===== src/rtl/ifu_fetch.sv =====
// Instruction fetch unit: one outstanding 64-bit imem read per PC, 32-bit word select,
// output hold until decode accepts, and flush handling that drops late responses.
module ifu_fetch (
    input  logic        clk,
    input  logic        rst,
    input  logic [63:0] pc_i,
    input  logic        flush_i,
    output logic        pc_stall_o,
    output logic        imem_req_o,
    output logic [63:0] imem_addr_o,
    input  logic        imem_gnt_i,
    input  logic        imem_rvalid_i,
    input  logic [63:0] imem_rdata_i,
    input  logic        imem_rerr_i,
    output logic        inst_valid_o,
    output logic [31:0] inst_o,
    output logic [63:0] inst_pc_o,
    output logic        inst_fault_o,
    input  logic        id_ready_i
);

    localparam logic [31:0] NOP = 32'h0000_0013;

    typedef enum logic [2:0] {IDLE, REQ, WAIT, HOLD, DROP} state_t;

    state_t      state;
    state_t      next_state;
    logic [63:0] fetch_pc;
    logic        drop_pend;
    logic [31:0] inst_q;
    logic        fault_q;

    always_ff @(posedge clk) begin
        if (rst) begin
            state <= IDLE;
        end else begin
            state <= next_state;
        end
    end

    always_comb begin
        next_state = state;
        case (state)
            IDLE: begin
                if (!flush_i) begin
                    next_state = (pc_i[1:0] != 2'b00) ? HOLD : REQ;
                end
            end
            REQ: begin
                if (imem_gnt_i) begin
                    next_state = (drop_pend || flush_i) ? DROP : WAIT;
                end
            end
            WAIT: begin
                // A response arriving with the flush has already retired the bus slot.
                if (flush_i) begin
                    next_state = imem_rvalid_i ? IDLE : DROP;
                end else if (imem_rvalid_i) begin
                    next_state = HOLD;
                end
            end
            HOLD: begin
                if (id_ready_i || flush_i) begin
                    next_state = IDLE;
                end
            end
            DROP: begin
                if (imem_rvalid_i) begin
                    next_state = IDLE;
                end
            end
            default: next_state = IDLE;
        endcase
    end

    always_ff @(posedge clk) begin
        if (rst) begin
            fetch_pc  <= '0;
            drop_pend <= 1'b0;
            inst_q    <= '0;
            fault_q   <= 1'b0;
        end else begin
            case (state)
                IDLE: begin
                    if (!flush_i) begin
                        fetch_pc <= pc_i;
                        if (pc_i[1:0] != 2'b00) begin
                            inst_q  <= NOP;
                            fault_q <= 1'b1;
                        end
                    end
                end
                REQ: begin
                    if (flush_i && !imem_gnt_i) begin
                        drop_pend <= 1'b1;
                    end
                end
                WAIT: begin
                    if (imem_rvalid_i && !flush_i) begin
                        if (imem_rerr_i) begin
                            inst_q <= NOP;
                        end else begin
                            inst_q <= fetch_pc[2] ? imem_rdata_i[63:32] : imem_rdata_i[31:0];
                        end
                        fault_q <= imem_rerr_i;
                    end
                end
                HOLD: begin
                    if (id_ready_i || flush_i) begin
                        inst_q  <= '0;
                        fault_q <= 1'b0;
                    end
                end
                DROP: begin
                    if (imem_rvalid_i) begin
                        drop_pend <= 1'b0;
                    end
                end
                default: begin
                end
            endcase
        end
    end

    always_comb begin
        imem_req_o   = (state == REQ);
        imem_addr_o  = (state == REQ) ? {fetch_pc[63:3], 3'b000} : '0;
        inst_valid_o = (state == HOLD);
        inst_pc_o    = (state == HOLD) ? fetch_pc : '0;
        pc_stall_o   = !((state == HOLD) && id_ready_i);
    end

    assign inst_o       = inst_q;
    assign inst_fault_o = fault_q;

endmodule


===== config.mk =====
export PLATFORM = sky130hd
export DESIGN_NAME = ifu_fetch
export DESIGN_NICKNAME = d
export VERILOG_FILES = /design/src/rtl/ifu_fetch.sv
export SDC_FILE = /design/constraint.sdc
export NUM_CORES = 1
export LEC_CHECK = 0
export ABC_CLOCK_PERIOD_IN_PS = 4200
export BUFFER_PORTS_ARGS = -buffer_cell sky130_fd_sc_hd__buf_2
export CAP_MARGIN = 30
export CORE_MARGIN = 8
export CORE_UTILIZATION = 49
export CTS_CLUSTER_DIAMETER = 150
export DETAILED_ROUTE_END_ITERATION = 6
export GPL_TIMING_DRIVEN = 0
export PLACE_DENSITY_LB_ADDON = 0.3
export SKIP_CTS_REPAIR_TIMING = 1
export SLEW_MARGIN = 30
export SYNTH_ARGS = -nofsm -noshare
export SYNTH_HDL_FRONTEND = slang
export SYNTH_SLANG_ARGS = --single-unit

===== constraint.sdc =====
create_clock -name clk -period 4.2 [get_ports clk]
set_input_delay 0.84 -clock clk [delete_from_list [all_inputs] [get_ports clk]]
set_output_delay 0.84 -clock clk [all_outputs]
set_load 0.1 [all_outputs]

Word level (Yosys, flattened, before mapping). Cells that the tools add are included.

Bits in registers: 101. Input port bits: 135. Output and inout bits: 164.

Eq/ne operators: 12. Muxes and demuxes: 27. Bitwise gates (word level): 1. Reduce and logical (&&, ||, !) cells: 16.

Operator list (count): two-way mux 32 bit (6); two-way mux 64 bit (2); one-hot mux 32 bit (3 select lines) (1); two-way mux 3 bit (8); one-hot mux 3 bit (5 select lines) (1); AND reduction 5 bit (2); != test 2 bit, second input constant (4); equality test 3 x 2 -> 1 bit, second input constant (2); two-way mux 1 bit (6); != test 2 x 1 -> 1 bit, second input constant (3); nonzero test 2 bit (2); equality test 3 x 1 -> 1 bit, second input constant (1); equality test 3 bit, second input constant (1); logical AND 1 bit (3); zero test 1 bit (3); zero test 3 bit (1); != test 3 bit, second input constant (1); one-hot mux 1 bit (3 select lines) (1); AND reduction 3 bit (1); nonzero test 3 bit (1); logical OR 1 bit (2); two-way mux 2 bit (1); one-hot mux 1 bit (2 select lines) (1); AND reduction 2 bit (1); NOT 1 bit (1).

Depth between registers and ports, before layout.
Depth after elaboration: 4. Depth in mapped cells: 7.

Worst setup path before layout. No wires, ideal clock.

Kind: reg-to-output. From: register state[1]. To: output port imem_addr_o[54]. Arrival: 2742 ps. Data required time: 3360 ps. Path slack: 618 ps. Stages on the path, launching flop included: 6. Buffers on the path: 2. Path through: dfxtp_1 > buf_4 > nand2b_1 > nor2_1 > clkbuf_1 > and2_1.

Word-level cells in the longest chain between the ends: 2.

Ends and longest elaborated chain: start: declaration (RTL line 26) `state_t state;`; start signal: assignment (RTL line 37) `state <= next_state;`; equality test 3 x 1 -> 1 bit; named net imem_req_o (RTL line 9) `output logic imem_req_o,`; two-way mux 64 bit (RTL line 127) `imem_addr_o = (state == REQ) ? {fetch_pc[63:3], 3'b000} : '0;`; end: declaration (RTL line 10) `output logic [63:0] imem_addr_o,`.

The timed path passes the listed nets, and every way through them passes these cells.

Worst setup path in the final report.
From: register state[1]. To: output port imem_addr_o[49].

Word-level cells in the longest chain between the ends: 2.

Ends and longest elaborated chain (RTL line): equality test 3 x 1 -> 1 bit (127); two-way mux 64 bit (127).

No other way between the ends.

==> out/metrics.yaml <==
status:
  run_status: "completed"
final_layout:
  areaGrowthSynthToFinish_pct: 34.5
  postLayoutCellArea_um2: 7240
  instances_no_fill: 1110
  antenna_cells: 0
  ff_latch_area_um2: 2020
  multiInputGateArea_um2: 3020
  filler_cell_count: 1001
  most_used_cells_in_the_layout_excluding_fill_and_tap_cells: "sky130_fd_sc_hd__buf_2, sky130_fd_sc_hd__nand2_1, sky130_fd_sc_hd__and2_1, sky130_fd_sc_hd__dfxtp_1, sky130_fd_sc_hd__a21oi_1"
  final_layout_size_suffix_gt1_share_pct: 38.1
  design.final.nets: 1102
  mostFrequentLayoutCell: "sky130_fd_sc_hd__buf_2"
setup_path:
  required_ns: 3.36
  timing.critical_path.fanout_max: 10
  worst_endpoint_data_arrival_time_ns: 2.78
  timing_worst_setup_path_type: "register to output port"
  setup.worst_path.end_class: "output port"
  setup.worst_path.start_class: "register"
sta:
  timing_hold_violations_final: 0
  fmaxAchievable_mhz: 276
  grt_setup_unrepaired: "no"
  timing.final.ws_setup_ns: 0.583
  timing_worst_slew_pin_value_ns: 0.980
  layout_worst_path_cycle_share_pct: 86.1
  post_layout_min_period_ns: 3.62
  totalNegativeSetupSlack_ns: 0
  timing.clock.skew_ns: 0.0178
  setup_viol_count_final: 0
  final-max-slew-violation-count: 0
  maxSlewHeadroom_pct: 34.4
floorplanning:
  die_area_um2: 14600
  die_height_um: 121
  dieWidth_um: 121
  floorplan.initialDensity_pct: 49.9
  core_area_um2: 10800
  top_level_ports: 299
  placementRows: 38
hold_path:
  hold_class: "register to register"
yosys:
  netlist_area_um2: 5380
  synth_enable_flop_cells: 0
  postSynth.asyncResetShare_pct: 0
  netlist_instances: 660
  yosys_register_bits: 101
  synth_top_flop_cell: "sky130_fd_sc_hd__dfxtp_1"
  synth_warnings: 0
  netlist-cell-type-count: 38
  postSynthAreaPerCell_um2: 8.16
  share_of_the_yosys_chip_area_belonging_to_registers_pct: 37.6
grt:
  antenna_found_initial: 0
  first_global_vias: 5274
  overflow: 0
  grt_start_max_net_pins: 16
  grt_first_pass_wirelength_um: 27500
  grt_usage_pct: 23.3
place:
  place_worst_setup_slack_ns: 0.974
  dpl_wire_length_um: 14200
  cell_count_after_placement: 1096
  placed_area_um2: 7040
  place_congestion: 0.913
  port_buffers: 294
drt:
  first_iter_violations: 281
  drt-wirelength-per-cell_um: 16.0
  via_to_cell_ratio: 4.87
  vias: 5410
  detail_route.wirelength_um: 17700
  dr.pass1.iters: 5
  drt_drc_violations_left: 0
  ant_nets: 0
clock_network:
  clkLatencyLatePin_ns: 0.36
  number_of_buffers_added_by_the_clock_tree_synthesis_step: 9
  clockBufferDepth: 2
  cts_root_buffer: "sky130_fd_sc_hd__clkbuf_8"
  clk_transition_reported_paths_ns: 0.11
  clock_sink_total: 101
  cts_htree_levels: 3
  cts_tree: "built"
pwr:
  vdd_drop_max_uv: 586
  p_per_area_nw_per_um2: 527
  leakage_nw: 3.68
flow_run:
  maxCapViolCount: 0
[worst max-delay path, stage by stage (launching register included)]
cell and delay (ns):
sky130_fd_sc_hd__dfxtp_1 0.31, sky130_fd_sc_hd__buf_4 0.16, sky130_fd_sc_hd__nand2b_1 0.16, sky130_fd_sc_hd__nor2_1 0.75, sky130_fd_sc_hd__clkbuf_1 0.35, sky130_fd_sc_hd__and2_1 0.22, sky130_fd_sc_hd__buf_2 0.45
[kinds of logic after synthesis]
kind of cell	synth area share, %
compound gates	9.69
buf+inv	6.41
flops	37.6
mux	13.8
other cells	0.0697
simple gates	32.4
[state kept, by name, indices dropped and copies added, names as in the netlist]
signal,cells
fetch_pc,64
inst_o,32
inst_fault_o,1
drop_pend,1
state,3
[cell type report]
cell class,count,share of cell area [%]
inverter,8,0.415
tap,140,2.42
timing repair buffer,294,20.3
buffer,55,4.35
multi-input combinational,498,41.8
sequential,101,27.9
clock buffer,10,1.76
clock inverter,4,1.04
[metal layers]
| metal | wire length (um) | up-vias | share of wire (%) | GRT usage [%] |
|---|---|---|---|---|
| li1 | - | 2738 | - | - |
| met1 | 7220 | 2442 | 41 | 27.2 |
| met2 | 9020 | 211 | 51 | 41.8 |
| met3 | 1230 | 19 | 7.0 | 4.99 |
| met4 | 235 | 0 | 1.3 | 6.48 |
| met5 | 0 | - | 0 | 0 |
[per-stage QoR]
| stage | util, % | hold slack, ns | power (mW) |
|---|---|---|---|
| 2_1_floorplan | - | 0.432 | 2.77 |
| 3_3_place_gp | 65.2 | 0.431 | 3.16 |
| 3_5_place_dp | 65.2 | 0.437 | 3.18 |
| 4_1_cts | 67.1 | 0.450 | 3.83 |
| 5_1_grt | 67.1 | 0.481 | 4.01 |
| 6_report | 67.1 | 0.449 | 3.81 |
[cell usage after synthesis (6+ instances only)]
master / n / share of area [%]
sky130_fd_sc_hd__a21oi_1: 69 / 6.4
sky130_fd_sc_hd__and2_1: 125 / 15
sky130_fd_sc_hd__buf_2: 15 / 1.4
sky130_fd_sc_hd__buf_4: 6 / 0.84
sky130_fd_sc_hd__buf_6: 9 / 1.9
sky130_fd_sc_hd__clkbuf_1: 23 / 1.6
sky130_fd_sc_hd__dfxtp_1: 101 / 38
sky130_fd_sc_hd__inv_1: 8 / 0.56
sky130_fd_sc_hd__mux2_4: 26 / 7.3
sky130_fd_sc_hd__mux2i_1: 32 / 5.9
sky130_fd_sc_hd__nand2_1: 134 / 9.3
sky130_fd_sc_hd__nor2_1: 37 / 2.6
sky130_fd_sc_hd__nor2b_1: 30 / 3.5
sky130_fd_sc_hd__o21ai_0: 9 / 0.84
[power breakdown]
group	leakage (nW)	switching, mW	total [mW]	internal, mW
Sequential	0.824	0.110	1.24	1.13
Clock	0.0945	0.333	0.663	0.330
Combinational	2.76	1.40	1.91	0.510
Total	3.68	1.85	3.81	1.97
[worst paths after layout]
path                          startpoint                      to  slack, ns  cells past startpoint
hold reg to reg   inst_o[0]$_SDFFE_PP0P_  inst_o[0]$_SDFFE_PP0P_       0.45                      2
setup / recovery   state[1]$_SDFFE_PP0P_         imem_addr_o[49]       0.58                      6
hold / removal    inst_o[0]$_SDFFE_PP0P_  inst_o[0]$_SDFFE_PP0P_       0.45                      2
setup reg to reg   state[1]$_SDFFE_PP0P_  drop_pend$_SDFFE_PP0P_       2.28                      5
Note: power is estimated with default switching activity, not from simulation.
